**config.mk**
```make
export PLATFORM = sky130hd
export DESIGN_NAME = vertex_update_rmw
export DESIGN_NICKNAME = d
export VERILOG_FILES = /design/src/rtl/vertex_update_rmw.sv
export SDC_FILE = /design/constraint.sdc
export NUM_CORES = 1
export LEC_CHECK = 0
export ABC_AREA = 1
export CORE_UTILIZATION = 49
export CTS_CLUSTER_DIAMETER = 100
export CTS_CLUSTER_SIZE = 10
export DETAILED_ROUTE_END_ITERATION = 12
export HOLD_SLACK_MARGIN = 0.06
export PLACE_DENSITY = 0.85
export SYNTH_ARGS = -nofsm -noshare
export SYNTH_HDL_FRONTEND = slang
export SYNTH_SLANG_ARGS = --single-unit
export TNS_END_PERCENT = 20
```
**constraint.sdc**
```tcl
create_clock -name clk -period 1.7 [get_ports clk]
set_input_delay 0.34 -clock clk [delete_from_list [all_inputs] [get_ports clk]]
set_output_delay 0.34 -clock clk [all_outputs]
set_load 0.03 [all_outputs]
```
**src/rtl/vertex_update_rmw.sv**
```systemverilog
`default_nettype none
// ============================================================================
// Module      : vertex_update_rmw
// Description : Single-lane read-modify-write engine for the banked vertex
//               buffer. Reads the stored vertex value, combines it with the
//               update (wrapping add or unsigned min) and writes it back.
//               Same-address hazards stall in the hold register.
// Revision    : 1.0 - initial release
// ============================================================================
module vertex_update_rmw #(
  parameter int DATA_W = 32,
  parameter int ADDR_W = 16,
  parameter int RD_LAT = 2,
  parameter int OP     = 0
) (
  input  logic              clk,
  input  logic              rst,          // asynchronous, active-low
  input  logic              upd_valid,
  output logic              upd_ready,
  input  logic [ADDR_W-1:0] upd_addr,
  input  logic [DATA_W-1:0] upd_data,
  output logic [ADDR_W-1:0] R_Addr,
  output logic              R_valid,
  input  logic [DATA_W-1:0] R_Data,
  input  logic              R_out_valid,
  output logic [ADDR_W-1:0] W_Addr,
  output logic [DATA_W-1:0] W_Data,
  output logic              W_valid,
  output logic              busy,
  output logic              err
);

  // Hold register: the single update waiting to issue its read
  logic              hold_valid_q, hold_valid_d;
  logic [ADDR_W-1:0] hold_addr_q,  hold_addr_d;
  logic [DATA_W-1:0] hold_data_q,  hold_data_d;

  // In-flight pipe: one stage per cycle of buffer read latency
  logic [RD_LAT-1:0]             pipe_valid_q, pipe_valid_d;
  logic [RD_LAT-1:0][ADDR_W-1:0] pipe_addr_q,  pipe_addr_d;
  logic [RD_LAT-1:0][DATA_W-1:0] pipe_data_q,  pipe_data_d;

  // Write stage drives the buffer write port directly
  logic              wr_valid_q, wr_valid_d;
  logic [ADDR_W-1:0] wr_addr_q,  wr_addr_d;
  logic [DATA_W-1:0] wr_data_q,  wr_data_d;

  logic              err_q, err_d;

  logic [RD_LAT-1:0] stage_hit;
  logic              hazard;
  logic              issue;
  logic              accept;
  logic              tail_valid;
  logic [ADDR_W-1:0] tail_addr;
  logic [DATA_W-1:0] tail_data;
  logic [DATA_W-1:0] combined;

  assign tail_valid = pipe_valid_q[RD_LAT-1];
  assign tail_addr  = pipe_addr_q[RD_LAT-1];
  assign tail_data  = pipe_data_q[RD_LAT-1];

  // Per-stage address match against the held update
  for (genvar s = 0; s < RD_LAT; s++) begin : g_stage_hit
    assign stage_hit[s] = pipe_valid_q[s] && (pipe_addr_q[s] == hold_addr_q);
  end

  // Combine function selected at elaboration time
  if (OP == 0) begin : g_op_add
    assign combined = R_Data + tail_data;   // carry is dropped by the width
  end else begin : g_op_min
    assign combined = (R_Data < tail_data) ? R_Data : tail_data;
  end

  // Stall while the same vertex is anywhere between read issue and write
  always_comb begin
    hazard = (|stage_hit) || (wr_valid_q && (wr_addr_q == hold_addr_q));
    issue  = hold_valid_q && !hazard;
    accept = upd_valid && upd_ready;
  end

  // Next-state logic for hold register, pipe, write stage and error flag
  always_comb begin
    hold_valid_d = hold_valid_q;
    hold_addr_d  = hold_addr_q;
    hold_data_d  = hold_data_q;
    if (accept) begin
      // Also covers accept-and-issue in the same cycle: hold reloads
      hold_valid_d = 1'b1;
      hold_addr_d  = upd_addr;
      hold_data_d  = upd_data;
    end else if (issue) begin
      hold_valid_d = 1'b0;
    end

    pipe_valid_d    = pipe_valid_q;
    pipe_addr_d     = pipe_addr_q;
    pipe_data_d     = pipe_data_q;
    pipe_valid_d[0] = issue;
    pipe_addr_d[0]  = hold_addr_q;
    pipe_data_d[0]  = hold_data_q;
    for (int i = 1; i < RD_LAT; i++) begin
      pipe_valid_d[i] = pipe_valid_q[i-1];
      pipe_addr_d[i]  = pipe_addr_q[i-1];
      pipe_data_d[i]  = pipe_data_q[i-1];
    end

    // Write stage follows the pipe tail; a stray R_out_valid is ignored
    wr_valid_d = tail_valid;
    wr_addr_d  = wr_addr_q;
    wr_data_d  = wr_data_q;
    if (tail_valid) begin
      wr_addr_d = tail_addr;
      wr_data_d = combined;
    end

    err_d = err_q || (R_out_valid != tail_valid);
  end

  // State registers with asynchronous active-low clear
  always_ff @(posedge clk or negedge rst) begin
    if (!rst) begin
      hold_valid_q <= 1'b0;
      hold_addr_q  <= '0;
      hold_data_q  <= '0;
      pipe_valid_q <= '0;
      pipe_addr_q  <= '0;
      pipe_data_q  <= '0;
      wr_valid_q   <= 1'b0;
      wr_addr_q    <= '0;
      wr_data_q    <= '0;
      err_q        <= 1'b0;
    end else begin
      hold_valid_q <= hold_valid_d;
      hold_addr_q  <= hold_addr_d;
      hold_data_q  <= hold_data_d;
      pipe_valid_q <= pipe_valid_d;
      pipe_addr_q  <= pipe_addr_d;
      pipe_data_q  <= pipe_data_d;
      wr_valid_q   <= wr_valid_d;
      wr_addr_q    <= wr_addr_d;
      wr_data_q    <= wr_data_d;
      err_q        <= err_d;
    end
  end

  // Output drive
  always_comb begin
    upd_ready = !hold_valid_q || issue;
    R_valid   = issue;
    R_Addr    = hold_addr_q;
    W_valid   = wr_valid_q;
    W_Addr    = wr_addr_q;
    W_Data    = wr_data_q;
    busy      = hold_valid_q || (|pipe_valid_q) || wr_valid_q;
    err       = err_q;
  end

endmodule
`default_nettype wire
```
Yosys cells after proc, flatten, opt, wreduce, memory -nomap -nowiden:

Index checks and enable logic that the tools add are counted.

* register bits after elaboration: 197
* latch bits: 0
* memory bits (writable): 0
* memory bits (read-only): 0
* bits of input ports: 84
* output and inout bits: 69
* logic and storage cells: 34
* memories: 0

* $add $sub $neg: 1
* multipliers: 0
* div/mod/pow operators: 0
* order comparisons: 0
* equal/unequal tests: 4
* shift-type cells: 0
* muxes and demuxes: 2
* bitwise gates (word level): 0
* reduce and logical (&&, ||, !) cells: 15

Operator list (count)
* $eq A16 B16 Y1: 3
* $add A32 B32 Y32: 1
* $logic_and A1 B1 Y1: 5
* $logic_or A1 B1 Y1: 5
* $reduce_or A2 Y1: 2
* $logic_not A1 Y1: 2
* $mux W1: 2
* $reduce_bool A2 Y1: 1
* $ne A1 B1 Y1: 1

Longest topological paths before layout:

* depth after elaboration: 9
* depth in mapped cells: 14
* mapped depth without buffers: 13

Least setup slack after synthesis:

No wires, ideal clock.

* path type: input-to-reg
* start point: in R_Data[0]
* end point: reg wr_data_q[30], in the netlist W_Data[30]
* library setup time: 118 ps
* arrival: 1723 ps
* data required time: 1582 ps
* path slack: -141 ps
* cell stages on the path: 12
* path buffers: 0
* path through: ha_1 fa_1 nand2_1 o21ai_0 nand2_1 nand2_1 nand2_1 nand2_1 nand2_1 nand3_1 nand3_1 nand2_1

* word-level cells in the longest chain between the ends: 1

RTL lines
* start: declaration: line 24 `input logic [DATA_W-1:0] R_Data,`
* $add A32 B32 Y32: line 70 `assign combined = R_Data + tail_data;`
* end signal: assignment: line 142 `wr_data_q <= wr_data_d;`
* end: declaration: line 46 `logic [DATA_W-1:0] wr_data_q, wr_data_d;`

Every way passes these cells.
A chain may end at the register's enable or synchronous reset.

Worst setup path after layout:

* start point: reg pipe_addr_q (netlist bit tail_addr[7])
* end point: out R_valid

* word-level cells in the longest chain between the ends: 6

RTL lines
* start: declaration: line 40 `logic [RD_LAT-1:0][ADDR_W-1:0] pipe_addr_q, pipe_addr_d;`
* start signal: assignment: line 138 `pipe_addr_q <= pipe_addr_d;`
* $eq A16 B16 Y1: line 65 `assign stage_hit[s] = pipe_valid_q[s] && (pipe_addr_q[s] == hold_addr_q);`
* $logic_and A1 B1 Y1: line 65
* $reduce_or A2 Y1: line 77 `hazard = (|stage_hit) || (wr_valid_q && (wr_addr_q == hold_addr_q));`
* $logic_or A1 B1 Y1: line 77
* $logic_not A1 Y1: line 78 `issue = hold_valid_q && !hazard;`
* $logic_and A1 B1 Y1: line 78
* end: declaration: line 23 `output logic R_valid,`

Every way passes these cells.

==> flow_metrics.py <==
metrics = {
    "layout": {
        "instances_no_fill": 1759,
        "diodes": 0,
        "layout_common_cells": "nand2_1 (392), dfrtp_1 (185), buf_4 (170)",
        "fin_util_pct": 73.3,
        "nets": 1602,
        "layout-drive-gt1-share_pct": 25.4,
        "area_delta_synth_final_pct": 45.6,
        "design_area_um2": 13800,
        "final_common_cell": "nand2_1",
    },
    "die": {
        "die_y_um": 141,
        "io_pins": 153,
        "fp-row-count": 50,
        "die-area_um2": 19900,
        "die_w_um": 141,
        "start_util_pct": 50.3,
        "fp.coreArea_um2": 18800,
    },
    "synthesis": {
        "synth_fp_nets": 1294,
        "synth_edf_count": 0,
        "avgSynthCellArea_um2": 8.04,
        "ys_ff_latch": 197,
        "synth_area_um2": 9470,
        "synth.yosys.warnings": 0,
        "ys.flop_type": "dfrtp_1",
        "synth_cell_types": 30,
        "async_flop_share_pct": 100,
        "synthCells": 1178,
        "ys_seq_area_share_pct": 52.0,
    },
    "cts": {
        "clkSinkCount": 197,
        "h-tree-depth": 4,
        "insertion_delay_ns": 0.44,
        "clk_pin_slew_ns": 0.08,
        "cts_tree": "yes",
        "cts_buffers": 17,
        "clk_path_buf_depth": 2,
        "cts_root_buffer": "clkbuf_16",
    },
    "timing": {
        "finalHoldViolations": 0,
        "clock_skew_ns": 0.0144,
        "fmax_ghz": 0.423,
        "worst_hold_slack_ns": 0.271,
        "worst_pin_slew_ns": 0.569,
        "min_period_ns": 2.37,
        "rsz0062_at_grt": "yes",
        "tns_ns": -28.62,
        "setup_viol": 80,
        "slew_headroom_pct": 62.1,
        "fin_crit_sh_pct": 139,
        "slew_viol_final": 0,
        "setup_ws_ns": -0.666,
    },
    "power": {
        "leakage_nw": 7.20,
        "p_per_area_nw_per_um2": 1000,
        "peakVddDrop_v": 0.000791,
    },
    "global_route": {
        "grt_pass1_wl_um": 46200,
        "antenna_found_initial": 0,
        "grt_pass1_vias": 8567,
        "grt.total_usage_pct": 31.1,
        "grt_remaining_overflow": 0,
        "grt_max_degree": 51,
    },
    "critical_path": {
        "r2r-end": "R_Addr[7]",
        "worstPathCellList": "inv_1, nand2_4, buf_4, nand2_4, nor2_4, nand2_1, nor2_1, nand3_1, nand3_2, buf_6, nor2_4, buf_6",
        "reg2reg_slack_ns": -0.54,
        "startpoint_type": "register",
        "end_kind": "output port",
        "ff2ff_path_depth": 15,
        "path_max_fanout": 3,
        "cp_slowest_cell": "dfrtp_1",
        "crit_start": "tail_addr[7]",
        "cpPeakStageDelay_ns": 0.45,
        "regToRegStartpoint": "tail_addr[7]",
        "worstPathArrival_ns": 2.03,
        "critPathTopFamily": "simple AND/OR/NAND/NOR gates",
        "crit_buf_inv": 4,
        "critPathRequiredTime_ns": 1.36,
        "critical_path_class": "register to output port",
    },
    "min_path": {
        "min_from": "upd_valid",
        "hold_class": "input pin to register",
        "hold_depth": 4,
        "min_to": "R_Addr[15]",
    },
    "placed_design": {
        "place_congestion": 0.969,
        "hpwl_um": 22800,
        "dp.cells": 1713,
        "io_buffers": 152,
        "placedInstanceArea_um2": 12400,
    },
    "detailed_routing": {
        "wl_per_cell_um": 17.2,
        "drcViolationCount": 0,
        "dr.pass1.iters": 6,
        "routed_wl_um": 30200,
        "vias": 8868,
        "ant_nets": 0,
        "initialDrtViolationCount": 733,
        "viasPerCell": 5.04,
    },
    "outcome": {
        "violations": "setup timing",
        "status": "complete, but fails checks",
    },
    "run": {
        "cap_violations": 0,
    },
}
cells in the mapped netlist (2+ instances only):
| cell | count | area (um^2) |
|---|---|---|
| ha_1 | 31 | 388 |
| dfrtp_1 | 197 | 4930 |
| nand3_1 | 101 | 505 |
| nor2_1 | 83 | 312 |
| inv_1 | 132 | 495 |
| nand3b_1 | 6 | 45.0 |
| inv_2 | 2 | 7.51 |
| buf_4 | 18 | 135 |
| clkbuf_1 | 15 | 56.3 |
| o21bai_1 | 3 | 22.5 |
| nor4_1 | 3 | 18.8 |
| nand2_2 | 2 | 12.5 |
| a21oi_1 | 39 | 195 |
| nand4_1 | 14 | 87.6 |
| buf_6 | 3 | 33.8 |
| nor3_1 | 8 | 40.0 |
| xnor2_1 | 21 | 184 |
| buf_2 | 6 | 30.0 |
| nand2_1 | 426 | 1600 |
| o21ai_0 | 58 | 290 |
where the power goes:
part	total (mW)	switching (mW)	internal, mW
clock network	4.02	2.03	2.00
registers	5.62	0.409	5.21
logic	4.21	2.37	1.84
total	13.9	4.81	9.05
stage by stage:
step | total power [mW] | setup slack [ns]
final | 13.9 | -0.666
after global routing | 14.5 | -0.753
after CTS | 13.6 | -0.629
after detailed placement | 9.51 | -0.674
after global placement | 9.44 | -0.728
after floorplan | 7.51 | -0.0399
per-layer routing:
metal	vias to the layer above	routed length, um	track usage (%)
met3	51	1810	4.18
met2	302	13800	48.2
met4	0	660	9.27
li1	4327	-	-
met5	-	0	0
met1	4188	14000	45.5
cell type report:
type                            instances  area [um^2]
Fill cell                            1406         5030
Multi-Input combinational cell        804         4390
Sequential cell                       197         4940
Clock buffer                           17          425
Tap cell                              260          325
Timing Repair Buffer                  332         3020
Clock inverter                         15          180
Inverter                              134          513
logic make-up after synthesis:
kind of cell	count (synthesis)	share of synthesized area, %
flops	197	52.0
fa+ha+maj	32	4.31
buf+inv	177	8.04
xor+xnor	22	2.03
compound gates	103	5.60
simple gates	647	28.0
tightest hold or removal path, cell delays in order:
cell	delay [ns]
buf_2	0.13
nand2_4	0.08
nand2_1	0.07
nand2_1	0.05
how the worst max path moves through the flow:
| stage | to | slack, ns | cells after the start |
|---|---|---|---|
| after floorplan | upd_ready | -0.04 | 9 |
| after global placement | upd_ready | -0.73 | 9 |
| after detailed placement | W_Data[28] | -0.67 | 10 |
| after CTS | R_valid | -0.63 | 13 |
| after global routing | R_valid | -0.75 | 12 |
| final | R_valid | -0.67 | 12 |
registers in the layout, summed over array words and instances (netlist names):
register	cells
hold_data_q	32
hold_valid_q	1
R_Addr	16
tail_data	32
pipe_valid_q	2
pipe_data_d	32
tail_addr	16
W_valid	1
err	1
W_Addr	16
W_Data	32
pipe_addr_d	16
repair_timing:
item,in CTS,in global routing
pin swaps,16,38
hold buffers,1,0
buffers inserted,8,5
resized for setup,156,131
setup endpoints to repair,143,107
endpoints found under the hold margin,38,0
No activity file was read; power rests on OpenSTA's default activity.
